==> config.mk <==
export PLATFORM = sky130hd
export DESIGN_NAME = tk1_mmio_master
export DESIGN_NICKNAME = d
export VERILOG_FILES = /design/src/rtl/tk1_mmio_pkg.sv /design/src/rtl/tk1_mmio_timer.sv /design/src/rtl/tk1_mmio_master.sv
export SDC_FILE = /design/constraint.sdc
export NUM_CORES = 1
export LEC_CHECK = 0
export CAP_MARGIN = 20
export CORE_MARGIN = 1
export CORE_UTILIZATION = 39
export CTS_BUF_LIST = sky130_fd_sc_hd__clkbuf_8
export CTS_CLUSTER_SIZE = 8
export DETAILED_ROUTE_END_ITERATION = 16
export GPL_ROUTABILITY_DRIVEN = 0
export PLACE_DENSITY_LB_ADDON = 0.05
export SYNTH_ARGS = -nofsm -noshare
export SYNTH_HDL_FRONTEND = slang
export SYNTH_SLANG_ARGS = --single-unit
==> constraint.sdc <==
create_clock -name clk -period 3.3 [get_ports clk]
set_clock_uncertainty 0.1 [all_clocks]
set_input_delay 0.66 -clock clk [delete_from_list [all_inputs] [get_ports clk]]
set_output_delay 0.66 -clock clk [all_outputs]
set_load 0.01 [all_outputs]
==> src/rtl/tk1_mmio_pkg.sv <==
// Shared types and defaults for the tk1 MMIO bus initiator.
// Optional feature macro: TK1_MMIO_TIMEOUT_EN (enables the REQ timeout abort).
package tk1_mmio_pkg;

    localparam int ADDR_WIDTH_DEF     = 8;
    localparam int DATA_WIDTH_DEF     = 32;
    localparam int TIMEOUT_CYCLES_DEF = 64;
    localparam int TXN_CTR_WIDTH      = 16;

    // 2'd3 is not a legal state; the FSM recovers from it to IDLE.
    typedef enum logic [1:0] {
        IDLE = 2'd0,
        REQ  = 2'd1,
        RESP = 2'd2
    } state_e;

endpackage

==> src/rtl/tk1_mmio_timer.sv <==
// REQ-phase timeout down-counter. Loaded with CYCLES-1 while cleared, counts
// down on each enabled cycle, and flags expiry once it reaches zero.
// Used only when TK1_MMIO_TIMEOUT_EN is defined.
module tk1_mmio_timer #(
    parameter int CYCLES = 64
) (
    input  logic clk,
    input  logic reset,
    input  logic clear_i,
    input  logic enable_i,
    output logic expire_o
);

    localparam int CW = $clog2(CYCLES);
    localparam logic [CW-1:0] LOAD = CW'(CYCLES - 1);

    logic [CW-1:0] cnt_q;

    // Reload while cleared, otherwise count down towards zero and stick there.
    always_ff @(posedge clk or posedge reset) begin
        if (reset) begin
            cnt_q <= LOAD;
        end else if (clear_i) begin
            cnt_q <= LOAD;
        end else if (enable_i && (cnt_q != '0)) begin
            cnt_q <= cnt_q - 1'b1;
        end
    end

    assign expire_o = (cnt_q == '0);

endmodule

==> src/rtl/tk1_mmio_master.sv <==
// Core-bus initiator: turns single-beat read/write commands into one
// cs/we/address/write_data transaction each and returns a response beat.
// Optional feature macro: TK1_MMIO_TIMEOUT_EN (abort REQ after TIMEOUT_CYCLES).
//
// Handshakes: a beat transfers on a posedge where valid & ready are both high;
// valid never depends on ready, and once raised it is held with stable payload
// until the transfer. cmd_ready is high only in IDLE; rsp_valid only in RESP.
module tk1_mmio_master
    import tk1_mmio_pkg::*;
#(
    parameter int ADDR_WIDTH     = ADDR_WIDTH_DEF,
    parameter int DATA_WIDTH     = DATA_WIDTH_DEF,
    parameter int TIMEOUT_CYCLES = TIMEOUT_CYCLES_DEF
) (
    input  logic                     clk,
    input  logic                     reset,
    input  logic                     cmd_valid,
    output logic                     cmd_ready,
    input  logic                     cmd_we,
    input  logic [ADDR_WIDTH-1:0]    cmd_address,
    input  logic [DATA_WIDTH-1:0]    cmd_write_data,
    output logic                     rsp_valid,
    input  logic                     rsp_ready,
    output logic [DATA_WIDTH-1:0]    rsp_read_data,
    output logic                     rsp_error,
    output logic [TXN_CTR_WIDTH-1:0] txn_count,
    output logic                     cs,
    output logic                     we,
    output logic [ADDR_WIDTH-1:0]    address,
    output logic [DATA_WIDTH-1:0]    write_data,
    input  logic [DATA_WIDTH-1:0]    read_data,
    input  logic                     ready,
    output logic [1:0]               dbg_state
);

    state_e                   state_q;
    logic                     cs_q;
    logic                     we_q;
    logic [ADDR_WIDTH-1:0]    address_q;
    logic [DATA_WIDTH-1:0]    write_data_q;
    logic                     rsp_valid_q;
    logic [DATA_WIDTH-1:0]    rsp_read_data_q;
    logic                     rsp_error_q;
    logic [TXN_CTR_WIDTH-1:0] txn_count_q;
    logic                     timer_expire;

`ifdef TK1_MMIO_TIMEOUT_EN
    // Timer is held loaded outside REQ, so it is fresh on every REQ entry.
    tk1_mmio_timer #(
        .CYCLES(TIMEOUT_CYCLES)
    ) u_timer (
        .clk     (clk),
        .reset   (reset),
        .clear_i (state_q != REQ),
        .enable_i((state_q == REQ) && !ready),
        .expire_o(timer_expire)
    );
`else
    logic unused_timeout_cfg;
    assign unused_timeout_cfg = (TIMEOUT_CYCLES < 2);
    assign timer_expire = 1'b0;
`endif

    // Command stall while reset is high so nothing is lost in a reset cycle.
    assign cmd_ready = (state_q == IDLE) && !reset;

    // Single FSM: bus request, response capture and completion counting.
    always_ff @(posedge clk or posedge reset) begin
        if (reset) begin
            state_q         <= IDLE;
            cs_q            <= 1'b0;
            we_q            <= 1'b0;
            address_q       <= '0;
            write_data_q    <= '0;
            rsp_valid_q     <= 1'b0;
            rsp_read_data_q <= '0;
            rsp_error_q     <= 1'b0;
            txn_count_q     <= '0;
        end else begin
            case (state_q)
                IDLE: begin
                    if (cmd_valid) begin
                        we_q         <= cmd_we;
                        address_q    <= cmd_address;
                        write_data_q <= cmd_write_data;
                        cs_q         <= 1'b1;
                        state_q      <= REQ;
                    end
                end
                REQ: begin
                    // A responder completing in the final cycle beats the timeout.
                    if (ready) begin
                        cs_q            <= 1'b0;
                        we_q            <= 1'b0;
                        rsp_read_data_q <= we_q ? '0 : read_data;
                        rsp_error_q     <= 1'b0;
                        rsp_valid_q     <= 1'b1;
                        state_q         <= RESP;
                    end else if (timer_expire) begin
                        cs_q            <= 1'b0;
                        we_q            <= 1'b0;
                        rsp_read_data_q <= '0;
                        rsp_error_q     <= 1'b1;
                        rsp_valid_q     <= 1'b1;
                        state_q         <= RESP;
                    end
                end
                RESP: begin
                    if (rsp_ready) begin
                        rsp_valid_q <= 1'b0;
                        txn_count_q <= txn_count_q + 1'b1;
                        state_q     <= IDLE;
                    end
                end
                default: begin
                    cs_q        <= 1'b0;
                    we_q        <= 1'b0;
                    rsp_valid_q <= 1'b0;
                    state_q     <= IDLE;
                end
            endcase
        end
    end

    assign cs            = cs_q;
    assign we            = we_q;
    assign address       = address_q;
    assign write_data    = write_data_q;
    assign rsp_valid     = rsp_valid_q;
    assign rsp_read_data = rsp_read_data_q;
    assign rsp_error     = rsp_error_q;
    assign txn_count     = txn_count_q;
    assign dbg_state     = state_q;

endmodule

# Word-level counts from Yosys, hierarchy flattened
# Index checks and enable logic that the tools add are counted.
# classes
n_addsub	1
n_eq_ne	5
muxes	13
bitwise	2
reduce_logical	9
# op_table
op	n
$mux 32	1
$add 16x1->16 const B	1
$pmux 1 s3	3
$reduce_and 3->1	3
$mux 2	3
$ne 2x2->1 const B	3
$pmux 2 s3	1
$reduce_and 2->1	3
$mux 1	5
$eq 2x1->1 const B	1
$eq 2x2->1 const B	1
$logic_not 2->1	1
$not 1->1	2
$logic_and 1x1->1	1
$logic_not 1->1	1
# word_totals
register_bits	93
out_inout_bits	95
elab_cells	38

# Depth between registers and ports, before layout
# Gate-level depths: netlist of the first run.
# logic_depth
depth_word	3
mapped_depth	6

# Worst setup path after synthesis of the first run
# Ideal clock, no wire load.
# synth_path
path_type	in2reg
from	input port cmd_valid
to	register address_q[2], in the netlist address[2]
setup_time_ps	125
arrival_time_ps	1524
required_time_ps	3075
slack_ps	1551
path_stages	3
path_buffers	1
cell_sequence	nor3b_1 buf_2 mux2_2
# synth_via
elab_chain_len	1
# synth_rtl
element	line	text
start, declared	tk1_mmio_master.sv:17	input logic cmd_valid,
$reduce_and 2->1 (no line)	-	
end signal, assigned	tk1_mmio_master.sv:84	address_q <= cmd_address;
end, declared	tk1_mmio_master.sv:39	logic [ADDR_WIDTH-1:0] address_q;
# No other way between the ends.
# A chain may end at the register's enable or synchronous reset.

# Final worst setup path of the first run
# layout_path
from	input port reset
to	output port cmd_ready
# layout_via
elab_chain_len	2
# layout_rtl
element	line	text
start, declared	tk1_mmio_master.sv:16	input logic reset,
$logic_not 1->1 (no line)	-	
$logic_and 1x1->1	tk1_mmio_master.sv:65	assign cmd_ready = (state_q == IDLE) && !reset;
end, declared	tk1_mmio_master.sv:18	output logic cmd_ready,
# No other way between the ends.

==> impl_metrics.py, run 1 <==
metrics = {
    "run_status": {
        "status": "finished, final reports clean",
    },
    "global_route": {
        "grt_max_degree": 66,
        "grt_antenna_before_repair": 0,
        "grt_pass1_wl_mm": 14.1,
        "grt_remaining_overflow": 0,
        "via_count_of_the_first_global_routing_pass": 2907,
        "grtUsageTotal_pct": 18.0,
    },
    "clocking": {
        "clockRootBuffer": "sky130_fd_sc_hd__clkbuf_8",
        "cts.reportedPaths.clkPinSlew_ns": 0.10,
        "post_cts.resized_instances": 0,
        "cts_buffer_depth": 2,
        "setup_buffers_after_cts": 0,
        "tritoncts.num_buffers": 9,
        "clock_tree_from_tritoncts": "built",
        "insertion_delay_ns": 0.34,
        "ctsHoldBuffers": 0,
        "htreeDepth": 3,
        "clock-sinks": 93,
    },
    "setup_path": {
        "critical_path.most_common_cell": "sky130_fd_sc_hd__clkdlybuf4s50_1",
        "r2r_slack_ns": 1.48,
        "timing.critical_path.required_ns": 2.54,
        "worst_setup_path_endpoint": "cmd_ready",
        "critical_path_class": "in2out",
        "worst_r2r_endpoint": "write_data[25]$_DFFE_PP0P_",
        "timing.reg2reg.worst_path_depth": 3,
        "crit_path_cell_trace": "clkdlybuf4s50_1 -> nor3_1 -> clkdlybuf4s50_1",
        "timing.critical_path.from_type": "primary input",
        "timing.rr.start": "dbg_state[0]$_DFFE_PP0P_",
        "endpoint_kind": "output port",
        "cp_slowest_cell": "sky130_fd_sc_hd__clkdlybuf4s50_1",
        "critPathArrivalTime_ns": 1.83,
        "path_max_fanout": 2,
        "highest_cell_delay_on_the_worst_timing_path_ns": 0.57,
        "crit_start": "reset",
    },
    "logic_synthesis": {
        "post_synth_edffs": 0,
        "netlist_area_um2": 3790,
        "synth.yosys.warnings": 0,
        "syn-mean-instance-area_um2": 11.9,
        "synth-async-reset-ratio_pct": 100,
        "most_used_flip_flop_cell_after_synthesis": "sky130_fd_sc_hd__dfrtp_1",
        "post_synth_inst_count": 319,
        "synth_seq_cells": 93,
        "synth_fp_nets": 398,
        "yosysUniqueCellTypes": 28,
        "seq_area_frac_synth_pct": 61.4,
    },
    "timing": {
        "min_period_ns": 2.59,
        "slew_headroom_pct": 51.7,
        "timing.fmax_mhz": 387,
        "max_slew.worst_pin.slew_ns": 0.723,
        "sum_neg_setup_slack_ns": 0,
        "setup-violations-final": 0,
        "worst_setup_slack_after_layout_ns": 0.713,
        "finalHoldViolations": 0,
        "rsz_0062_raised_after_global_routing": "no",
        "report.final.slew_viol_count": 0,
        "period_utilisation_layout_pct": 78.4,
    },
    "power": {
        "vdd.ir_drop.worst_uv": 418,
        "power_density_nw_per_um2": 827,
        "cellLeakagePower_uw": 0.00251,
    },
    "final_layout": {
        "area_delta_synth_final_pct": 54.2,
        "multi_input_gate_area_in_the_final_layout_um2": 1370,
        "final_design_area_no_fill_um2": 5840,
        "sequential_cell_area_um2": 2330,
        "finalNetCount": 570,
        "layoutNonFillerInstCount": 625,
        "insertedDiodeCount": 0,
        "n_fill_cell": 827,
        "layout_common_cells": "171 x sky130_fd_sc_hd__clkdlybuf4s50_1, 93 x sky130_fd_sc_hd__dfrtp_1, 45 x sky130_fd_sc_hd__nand2_1",
        "most_common_cell_after_layout_fill_and_taps_aside": "sky130_fd_sc_hd__clkdlybuf4s50_1",
        "layout-drive-gt1-share_pct": 12.9,
    },
    "routing": {
        "drt_iter0_drc": 83,
        "detail_route.wl_per_cell_um": 13.9,
        "firstDrtPassIters": 4,
        "antenna_left": 0,
        "vias_after_detailed_routing": 2861,
        "drt_wirelength_mm": 8.69,
        "vias_per_cell": 4.58,
        "remaining_drc_errors": 0,
    },
    "floorplan": {
        "die_w_um": 101,
        "top_level_ports": 173,
        "dieArea_um2": 10100,
        "core_area_um2": 9330,
        "row_count": 35,
        "die_y_um": 101,
        "initial_utilization_pct": 40.6,
    },
    "placed_design": {
        "port_buffers": 171,
        "placed_area_um2": 5640,
        "place_inst": 609,
        "preCtsSetupSlack_ns": 0.694,
        "hpwl_mm": 6.25,
    },
    "min_path": {
        "worstHoldPathType": "reg2reg",
    },
    "run": {
        "maxCapViolCount": 0,
    },
}
[cells in the mapped netlist, types with 2 or more instances]
library cell / number / share of area, %
sky130_fd_sc_hd__nor3_1: 4 / 0.53
sky130_fd_sc_hd__a21oi_1: 3 / 0.40
sky130_fd_sc_hd__nand4_1: 5 / 0.83
sky130_fd_sc_hd__clkbuf_1: 11 / 1.1
sky130_fd_sc_hd__buf_4: 2 / 0.40
sky130_fd_sc_hd__nand2b_1: 36 / 5.9
sky130_fd_sc_hd__xor2_1: 6 / 1.4
sky130_fd_sc_hd__mux2_2: 36 / 11
sky130_fd_sc_hd__nand2_1: 45 / 4.5
sky130_fd_sc_hd__buf_2: 4 / 0.53
sky130_fd_sc_hd__inv_1: 5 / 0.50
sky130_fd_sc_hd__mux2_1: 4 / 1.2
sky130_fd_sc_hd__nor4_1: 2 / 0.33
sky130_fd_sc_hd__and3_1: 2 / 0.33
sky130_fd_sc_hd__nand3b_1: 2 / 0.40
sky130_fd_sc_hd__o21ai_0: 35 / 4.6
sky130_fd_sc_hd__dfrtp_1: 93 / 61
sky130_fd_sc_hd__nor2_1: 6 / 0.59
sky130_fd_sc_hd__xnor2_1: 9 / 2.1
[area by class of cell]
| type | instances | share of cell area, % |
|---|---|---|
| Clock buffer | 9 | 2.12 |
| Clock inverter | 7 | 1.26 |
| Inverter | 5 | 0.343 |
| Multi-Input combinational cell | 204 | 23.5 |
| Sequential cell | 93 | 39.8 |
| Tap cell | 129 | 2.76 |
| Timing Repair Buffer | 178 | 30.2 |
[routing by layer]
layer	vias up	GRT usage, %	part of all wire, %
met5	-	0	0
met4	0	7.69	2.0
met3	12	6.59	8.6
met2	102	29.8	48
met1	1352	21.2	41
li1	1395	-	-
[state kept, by name, indices dropped and copies added (netlist names)]
| name | flops |
|---|---|
| rsp_read_data | 32 |
| write_data | 32 |
| txn_count | 16 |
| address | 8 |
| dbg_state | 2 |
| cs | 1 |
| rsp_valid | 1 |
| we | 1 |
[power by group]
part	internal (uW)	total (uW)	leakage [uW]	switching (uW)
registers	1610	1900	0.00115	289
clock network	355	766	0.000100	411
logic	1320	2170	0.00126	852
total	3280	4830	0.00251	1550
[critical path, delay by kind of cell]
kind | cells | cell delay, ns
buffers and inverters | 2 | 1.01
AND/OR/NAND/NOR | 1 | 0.16
[worst min-delay path by stage]
stage | from | depth (start not counted) | slack, ns | to
final | txn_count[15]$_DFFE_PP0P_ | 1 | 0.38 | txn_count[15]$_DFFE_PP0P_
after global routing | txn_count[15]$_DFFE_PP0P_ | 1 | 0.41 | txn_count[15]$_DFFE_PP0P_
after global placement | rsp_read_data[21]$_DFFE_PP0P_ | 2 | 0.36 | rsp_read_data[21]$_DFFE_PP0P_
after floorplan | txn_count[15]$_DFFE_PP0P_ | 1 | 0.41 | txn_count[15]$_DFFE_PP0P_
after CTS | txn_count[15]$_DFFE_PP0P_ | 1 | 0.38 | txn_count[15]$_DFFE_PP0P_
after detailed placement | txn_count[15]$_DFFE_PP0P_ | 1 | 0.37 | txn_count[15]$_DFFE_PP0P_
[kinds of logic after synthesis]
family          after synthesis  synth area share [%]
compound gates               40                  5.45
xor+xnor                     15                  3.47
fa+ha+maj                     1                 0.330
buf+inv                      22                  2.51
flops                        93                  61.4
mux                          40                  11.9
other cells                   1                0.0990
simple gates                107                  14.8
[stage by stage]
step	power [uW]	hold slack (ns)	utilization, %
final	4830	0.376	62.6
after global routing	5160	0.413	62.6
after CTS	4910	0.382	62.6
after detailed placement	4120	0.368	60.5
after global placement	4070	0.362	60.5
after floorplan	2880	0.408	-
Power figures use the tool's default switching activity.
==> run 2, diff against run 1 <==
--- a/config.mk
+++ b/config.mk
@@ -7,7 +7,7 @@
 export LEC_CHECK = 0
 export CAP_MARGIN = 20
 export CORE_MARGIN = 1
-export CORE_UTILIZATION = 39
+export CORE_UTILIZATION = 40
 export CTS_BUF_LIST = sky130_fd_sc_hd__clkbuf_8
 export CTS_CLUSTER_SIZE = 8
 export DETAILED_ROUTE_END_ITERATION = 16
==> constraint.sdc (replaced) <==
create_clock -name clk -period 2.58 [get_ports clk]
set_clock_uncertainty 0.1 [all_clocks]
set_input_delay 0.516 -clock clk [delete_from_list [all_inputs] [get_ports clk]]
set_output_delay 0.516 -clock clk [all_outputs]
set_load 0.01 [all_outputs]
==> run 2 against run 1 <==
Effect of this change: first-iteration DRC count is 20% lower; via count is 0.21% higher; critical path depth stayed put; clock-buffer cell count is 1 higher; final cell count is 3.2% lower; sequential cell count stayed put; register-to-register slack worse by 0.71 ns; global-route usage hardly changed; routed wire length is 1.4% lower; worst setup slack worse by 0.45 ns; core utilization is 1.5 points higher.
==> impl_metrics.py, run 2 (synthesis gave the netlist of run 1 again) <==
metrics = {
    "run_status": {
        "status": "finished, final reports clean",
    },
    "routing": {
        "vias_per_cell": 4.74,
        "vias_after_detailed_routing": 2867,
        "drt_wirelength_mm": 8.57,
        "antenna_left": 0,
        "remaining_drc_errors": 0,
        "firstDrtPassIters": 4,
        "detail_route.wl_per_cell_um": 14.2,
        "drt_iter0_drc": 66,
    },
    "floorplan": {
        "top_level_ports": 173,
        "die_y_um": 99.3,
        "dieArea_um2": 9860,
        "die_w_um": 99.3,
        "core_area_um2": 9200,
        "initial_utilization_pct": 41.2,
        "row_count": 35,
    },
    "timing": {
        "finalHoldViolations": 0,
        "min_period_ns": 2.32,
        "timing.fmax_mhz": 432,
        "period_utilisation_layout_pct": 89.8,
        "rsz_0062_raised_after_global_routing": "no",
        "setup-violations-final": 0,
        "slew_headroom_pct": 60.6,
        "report.final.slew_viol_count": 0,
        "max_slew.worst_pin.slew_ns": 0.590,
        "sum_neg_setup_slack_ns": 0,
        "worst_hold_slack_ns": 0.382,
    },
    "final_layout": {
        "finalNetCount": 569,
        "insertedDiodeCount": 0,
        "layout-drive-gt1-share_pct": 12.6,
        "layout_common_cells": "171 x sky130_fd_sc_hd__clkdlybuf4s50_1, 93 x sky130_fd_sc_hd__dfrtp_1, 45 x sky130_fd_sc_hd__nand2_1",
        "layoutNonFillerInstCount": 605,
        "most_common_cell_after_layout_fill_and_taps_aside": "sky130_fd_sc_hd__clkdlybuf4s50_1",
        "final_core_util_pct": 64.2,
        "area_delta_synth_final_pct": 55.7,
    },
    "clocking": {
        "insertion_delay_ns": 0.35,
        "clockRootBuffer": "sky130_fd_sc_hd__clkbuf_8",
        "cts.reportedPaths.clkPinSlew_ns": 0.10,
        "htreeDepth": 3,
        "clock_tree_from_tritoncts": "built",
        "clock-sinks": 93,
        "cts_buffer_depth": 2,
        "tritoncts.num_buffers": 9,
        "setup_buffers_after_cts": 0,
        "ctsHoldBuffers": 0,
        "post_cts.resized_instances": 0,
    },
    "global_route": {
        "grt_pass1_wl_mm": 13.8,
        "grtUsageTotal_pct": 18.0,
        "grt_max_degree": 65,
        "grt_remaining_overflow": 0,
        "via_count_of_the_first_global_routing_pass": 2763,
        "grt_antenna_before_repair": 0,
    },
    "setup_path": {
        "critical_path_class": "in2out",
        "critical_path.most_common_cell": "sky130_fd_sc_hd__clkdlybuf4s50_1",
        "timing.critical_path.from_type": "primary input",
        "critPathArrivalTime_ns": 1.70,
        "highest_cell_delay_on_the_worst_timing_path_ns": 0.57,
        "cp_slowest_cell": "sky130_fd_sc_hd__clkdlybuf4s50_1",
        "path_max_fanout": 2,
        "endpoint_kind": "output port",
        "timing.critical_path.required_ns": 1.96,
        "crit_path_cell_trace": "clkdlybuf4s50_1 -> nor3_1 -> clkdlybuf4s50_1",
    },
    "placed_design": {
        "place_inst": 590,
        "hpwl_mm": 6.11,
        "port_buffers": 171,
    },
    "min_path": {
        "worstHoldPathType": "reg2reg",
    },
    "run": {
        "maxCapViolCount": 0,
    },
    "power": {
        "vdd.ir_drop.worst_uv": 468,
        "cellLeakagePower_uw": 0.00253,
        "power_density_nw_per_um2": 1070,
    },
}
[run 2: per-stage QoR]
stage / total power, uW / cell area [um^2] / setup WS, ns
after floorplan: 3690 / 3790 / 0.843
after global placement: 5240 / 5680 / 0.283
after detailed placement: 5290 / 5680 / 0.252
after CTS: 6400 / 5900 / 0.243
after global routing: 6730 / 5900 / 0.185
final: 6300 / 5900 / 0.264
[run 2: worst max-delay path: cells and delay by family]
| kind | cells | cell delay [ns] |
|---|---|---|
| buf+inv | 2 | 1.03 |
| simple gates | 1 | 0.16 |
[run 2: area by class of cell]
cell class | count | area (um^2)
clock buffer | 10 | 138
clock inverter | 5 | 83.8
fill | 733 | 3300
inverter | 5 | 22.5
multi-input combinational | 204 | 1370
sequential | 93 | 2330
tap | 111 | 139
timing repair buffer | 177 | 1820
[run 2: path summary, 6_finish.rpt]
path | startpoint | to | slack (ns) | cells past startpoint
max in group asynchronous | reset | address[6]$_DFFE_PP0P_ | 1.34 | 3
min reg2reg | txn_count[15]$_DFFE_PP0P_ | txn_count[15]$_DFFE_PP0P_ | 0.38 | 1
min | txn_count[15]$_DFFE_PP0P_ | txn_count[15]$_DFFE_PP0P_ | 0.38 | 1
max | reset | cmd_ready | 0.26 | 3
min in group asynchronous | reset | txn_count[11]$_DFFE_PP0P_ | 0.50 | 2
max reg2reg | dbg_state[0]$_DFFE_PP0P_ | txn_count[12]$_DFFE_PP0P_ | 0.77 | 4
[run 2: report_power, final]
| part | internal (uW) | total [uW] | leakage [uW] | switching [uW] |
|---|---|---|---|---|
| Clock | 571 | 1080 | 0.000105 | 509 |
| Sequential | 2060 | 2420 | 0.00115 | 368 |
| Combinational | 1710 | 2800 | 0.00127 | 1090 |
[run 2: per-layer routing]
metal	wire, um	share of wire, %	track usage, %
met1	3660	43	23.3
met2	4120	48	27.5
met3	691	8.1	7.24
met4	99	1.2	6.11
met5	0	0	0
==> run 3, diff against run 2 <==
--- a/config.mk
+++ b/config.mk
@@ -7,12 +7,14 @@
 export LEC_CHECK = 0
 export CAP_MARGIN = 20
 export CORE_MARGIN = 1
-export CORE_UTILIZATION = 40
+export CORE_UTILIZATION = 39
 export CTS_BUF_LIST = sky130_fd_sc_hd__clkbuf_8
+export CTS_CLUSTER_DIAMETER = 30
 export CTS_CLUSTER_SIZE = 8
 export DETAILED_ROUTE_END_ITERATION = 16
 export GPL_ROUTABILITY_DRIVEN = 0
 export PLACE_DENSITY_LB_ADDON = 0.05
 export SYNTH_ARGS = -nofsm -noshare
 export SYNTH_HDL_FRONTEND = slang
+export SYNTH_HIERARCHICAL = 1
 export SYNTH_SLANG_ARGS = --single-unit
==> constraint.sdc (replaced) <==
create_clock -name clk -period 2 [get_ports clk]
set_clock_uncertainty 0.1 [all_clocks]
set_input_delay 0.4 -clock clk [delete_from_list [all_inputs] [get_ports clk]]
set_output_delay 0.4 -clock clk [all_outputs]
set_load 0.01 [all_outputs]
==> run 3 against run 2 <==
Effect of this change: register-to-register slack got worse by 0.58 ns; critical path depth decreased by 2; routed wire length increased by 1.5%; design area increased by 0.76%; largest power group unchanged; highest routed layer unchanged.
==> impl_metrics.py, run 3 <==
metrics = {
    "logic_synthesis": {
        "netlist_top_cells_area": "sky130_fd_sc_hd__dfrtp_1 61%, sky130_fd_sc_hd__mux2_2 11%, sky130_fd_sc_hd__nand2b_1 5.9%",
        "synth_fp_nets": 398,
        "cell_with_the_most_instances_after_synthesis": "sky130_fd_sc_hd__dfrtp_1",
        "synth-async-reset-ratio_pct": 100,
        "syn-mean-instance-area_um2": 11.9,
        "synth.yosys.warnings": 6,
        "yosysUniqueCellTypes": 28,
        "most_used_flip_flop_cell_after_synthesis": "sky130_fd_sc_hd__dfrtp_1",
        "netlist_top_cells_count": "93 x sky130_fd_sc_hd__dfrtp_1, 45 x sky130_fd_sc_hd__nand2_1, 36 x sky130_fd_sc_hd__mux2_2, 36 x sky130_fd_sc_hd__nand2b_1, 35 x sky130_fd_sc_hd__o21ai_0",
        "synth_top_area_share_pct": 61.4,
        "post_synth_edffs": 0,
        "synth_area_leader_cell": "sky130_fd_sc_hd__dfrtp_1",
        "synth_seq_cells": 93,
        "netlist_area_um2": 3790,
        "seq_area_frac_synth_pct": 61.4,
        "post_synth_inst_count": 319,
    },
    "setup_path": {
        "cp.buffers_inverters": 1,
        "timing.critical_path.from_type": "flop",
        "timing.critical_path.required_ns": 1.50,
        "critical_path_class": "reg2out",
        "path_max_fanout": 5,
        "crit_path_cell_trace": "clkdlybuf4s50_1",
        "highest_cell_delay_on_the_worst_timing_path_ns": 0.60,
        "cp_slowest_cell": "sky130_fd_sc_hd__clkdlybuf4s50_1",
        "cp_top_family": "buffers and inverters",
        "endpoint_kind": "output port",
        "critPathArrivalTime_ns": 1.41,
    },
    "placed_design": {
        "placed_area_um2": 5740,
        "hpwl_mm": 6.10,
        "port_buffers": 171,
    },
    "run": {
        "maxCapViolCount": 0,
    },
    "clocking": {
        "clock-sinks": 93,
        "htreeDepth": 3,
        "post_cts.resized_instances": 3,
        "ctsHoldBuffers": 0,
        "clock_tree_from_tritoncts": "built",
        "cts.reportedPaths.clkPinSlew_ns": 0.09,
        "clockRootBuffer": "sky130_fd_sc_hd__clkbuf_8",
        "insertion_delay_ns": 0.34,
        "tritoncts.num_buffers": 9,
        "setup_buffers_after_cts": 0,
        "cts_buffer_depth": 2,
    },
    "final_layout": {
        "insertedDiodeCount": 0,
        "final_design_area_no_fill_um2": 5950,
        "finalNetCount": 577,
        "layout-drive-gt1-share_pct": 14.3,
        "layout_common_cells": "169 x sky130_fd_sc_hd__clkdlybuf4s50_1, 92 x sky130_fd_sc_hd__dfrtp_1, 45 x sky130_fd_sc_hd__nand2_1",
        "final_core_util_pct": 63.7,
        "area_delta_synth_final_pct": 56.9,
        "n_fill_cell": 788,
        "most_common_cell_after_layout_fill_and_taps_aside": "sky130_fd_sc_hd__clkdlybuf4s50_1",
    },
    "run_status": {
        "status": "finished, final reports clean",
    },
    "power": {
        "cellLeakagePower_uw": 0.00256,
        "power_density_nw_per_um2": 1370,
        "vdd.ir_drop.worst_uv": 612,
    },
    "routing": {
        "firstDrtPassIters": 4,
        "antenna_left": 0,
        "drt_wirelength_mm": 8.70,
        "vias_after_detailed_routing": 2931,
        "remaining_drc_errors": 0,
        "vias_per_cell": 4.64,
        "drt_iter0_drc": 67,
        "detail_route.wl_per_cell_um": 13.8,
    },
    "floorplan": {
        "initial_utilization_pct": 40.6,
        "row_count": 35,
        "dieArea_um2": 10100,
        "core_area_um2": 9330,
        "die_y_um": 101,
        "die_w_um": 101,
        "top_level_ports": 173,
    },
    "global_route": {
        "grt_remaining_overflow": 0,
        "grt_max_degree": 94,
        "grt_antenna_before_repair": 0,
        "grt_pass1_wl_mm": 13.9,
        "grtUsageTotal_pct": 17.8,
        "via_count_of_the_first_global_routing_pass": 2774,
    },
    "timing": {
        "timing.fmax_mhz": 522,
        "finalHoldViolations": 0,
        "min_period_ns": 1.91,
        "setup-violations-final": 0,
        "max_slew.worst_pin.slew_ns": 0.520,
        "period_utilisation_layout_pct": 95.7,
        "worst_hold_slack_ns": 0.372,
        "report.final.slew_viol_count": 0,
        "rsz_0062_raised_after_global_routing": "no",
        "slew_headroom_pct": 65.0,
    },
    "min_path": {
        "worstHoldPathType": "reg2reg",
    },
}
## run 3: routing by layer
layer	global-route usage [%]	part of all wire, %	routed length [um]
met1	23.5	42	3680
met2	28.0	49	4250
met3	5.55	7.9	689
met4	6.02	0.94	82
met5	0	0	0
## run 3: cell families (layout without fill, tap and decap cells)
logic type	Yosys count	count (layout)	synth area share [%]
other	1	1	0.0990
xor gates and xnor gates	15	15	3.47
AOI/OAI and AO/OA	40	40	5.45
muxes	40	40	11.9
and+or+nand+nor	107	107	14.8
buffers and inverters	22	206	2.51
DFF	93	93	61.4
adders and majority gates	1	1	0.330
## run 3: stage by stage
| stage | worst slack, ns | TNS (ns) | instances | power, uW |
|---|---|---|---|---|
| finish | 0.0858 | 0 | 632 | 8120 |
| global placement | -0.0701 | -2.84 | 616 | 6830 |
| detailed placement | -0.101 | -3.65 | 616 | 6920 |
| CTS | 0.0670 | 0 | 632 | 8250 |
| floorplan | 0.263 | 0 | 319 | 4760 |
| global route | 0.0159 | 0 | 632 | 8650 |
## run 3: power breakdown
group	internal (uW)	total (uW)	switching, uW
combinational	2250	3740	1480
sequential	2650	3080	426
clock	647	1310	658
## run 3: worst register-to-register path, stage by stage (launching register included)
cell and delay (ns):
sky130_fd_sc_hd__dfrtp_2 0.46, sky130_fd_sc_hd__buf_4 0.18, sky130_fd_sc_hd__nor3b_2 0.34, sky130_fd_sc_hd__buf_4 0.27
sky130_fd_sc_hd__mux2_2 0.35
## run 3: worst paths after layout
check,from,end,slack [ns],depth (start not counted)
max,txn_count[2]$_DFFE_PP0P_,txn_count[2],0.09,1
min,txn_count[15]$_DFFE_PP0P_,txn_count[15]$_DFFE_PP0P_,0.37,1
max reg2reg,dbg_state[1]$_DFFE_PP0P_,address[3]$_DFFE_PP0P_,0.19,4
min reg2reg,txn_count[15]$_DFFE_PP0P_,txn_count[15]$_DFFE_PP0P_,0.37,1
max in group asynchronous,reset,cs$_DFFE_PP0P_,0.86,4
min in group asynchronous,reset,rsp_read_data[29]$_DFFE_PP0P_,0.52,4
## run 3: cell type report
type                            count  area (um^2)  area share, %
Inverter                            5         22.5          0.379
Clock inverter                      5         58.8          0.989
Timing Repair Buffer              185         1850           31.1
Multi-Input combinational cell    204         1370           23.1
Tap cell                          129          161           2.71
Clock buffer                       11          151           2.55
Sequential cell                    93         2330           39.2
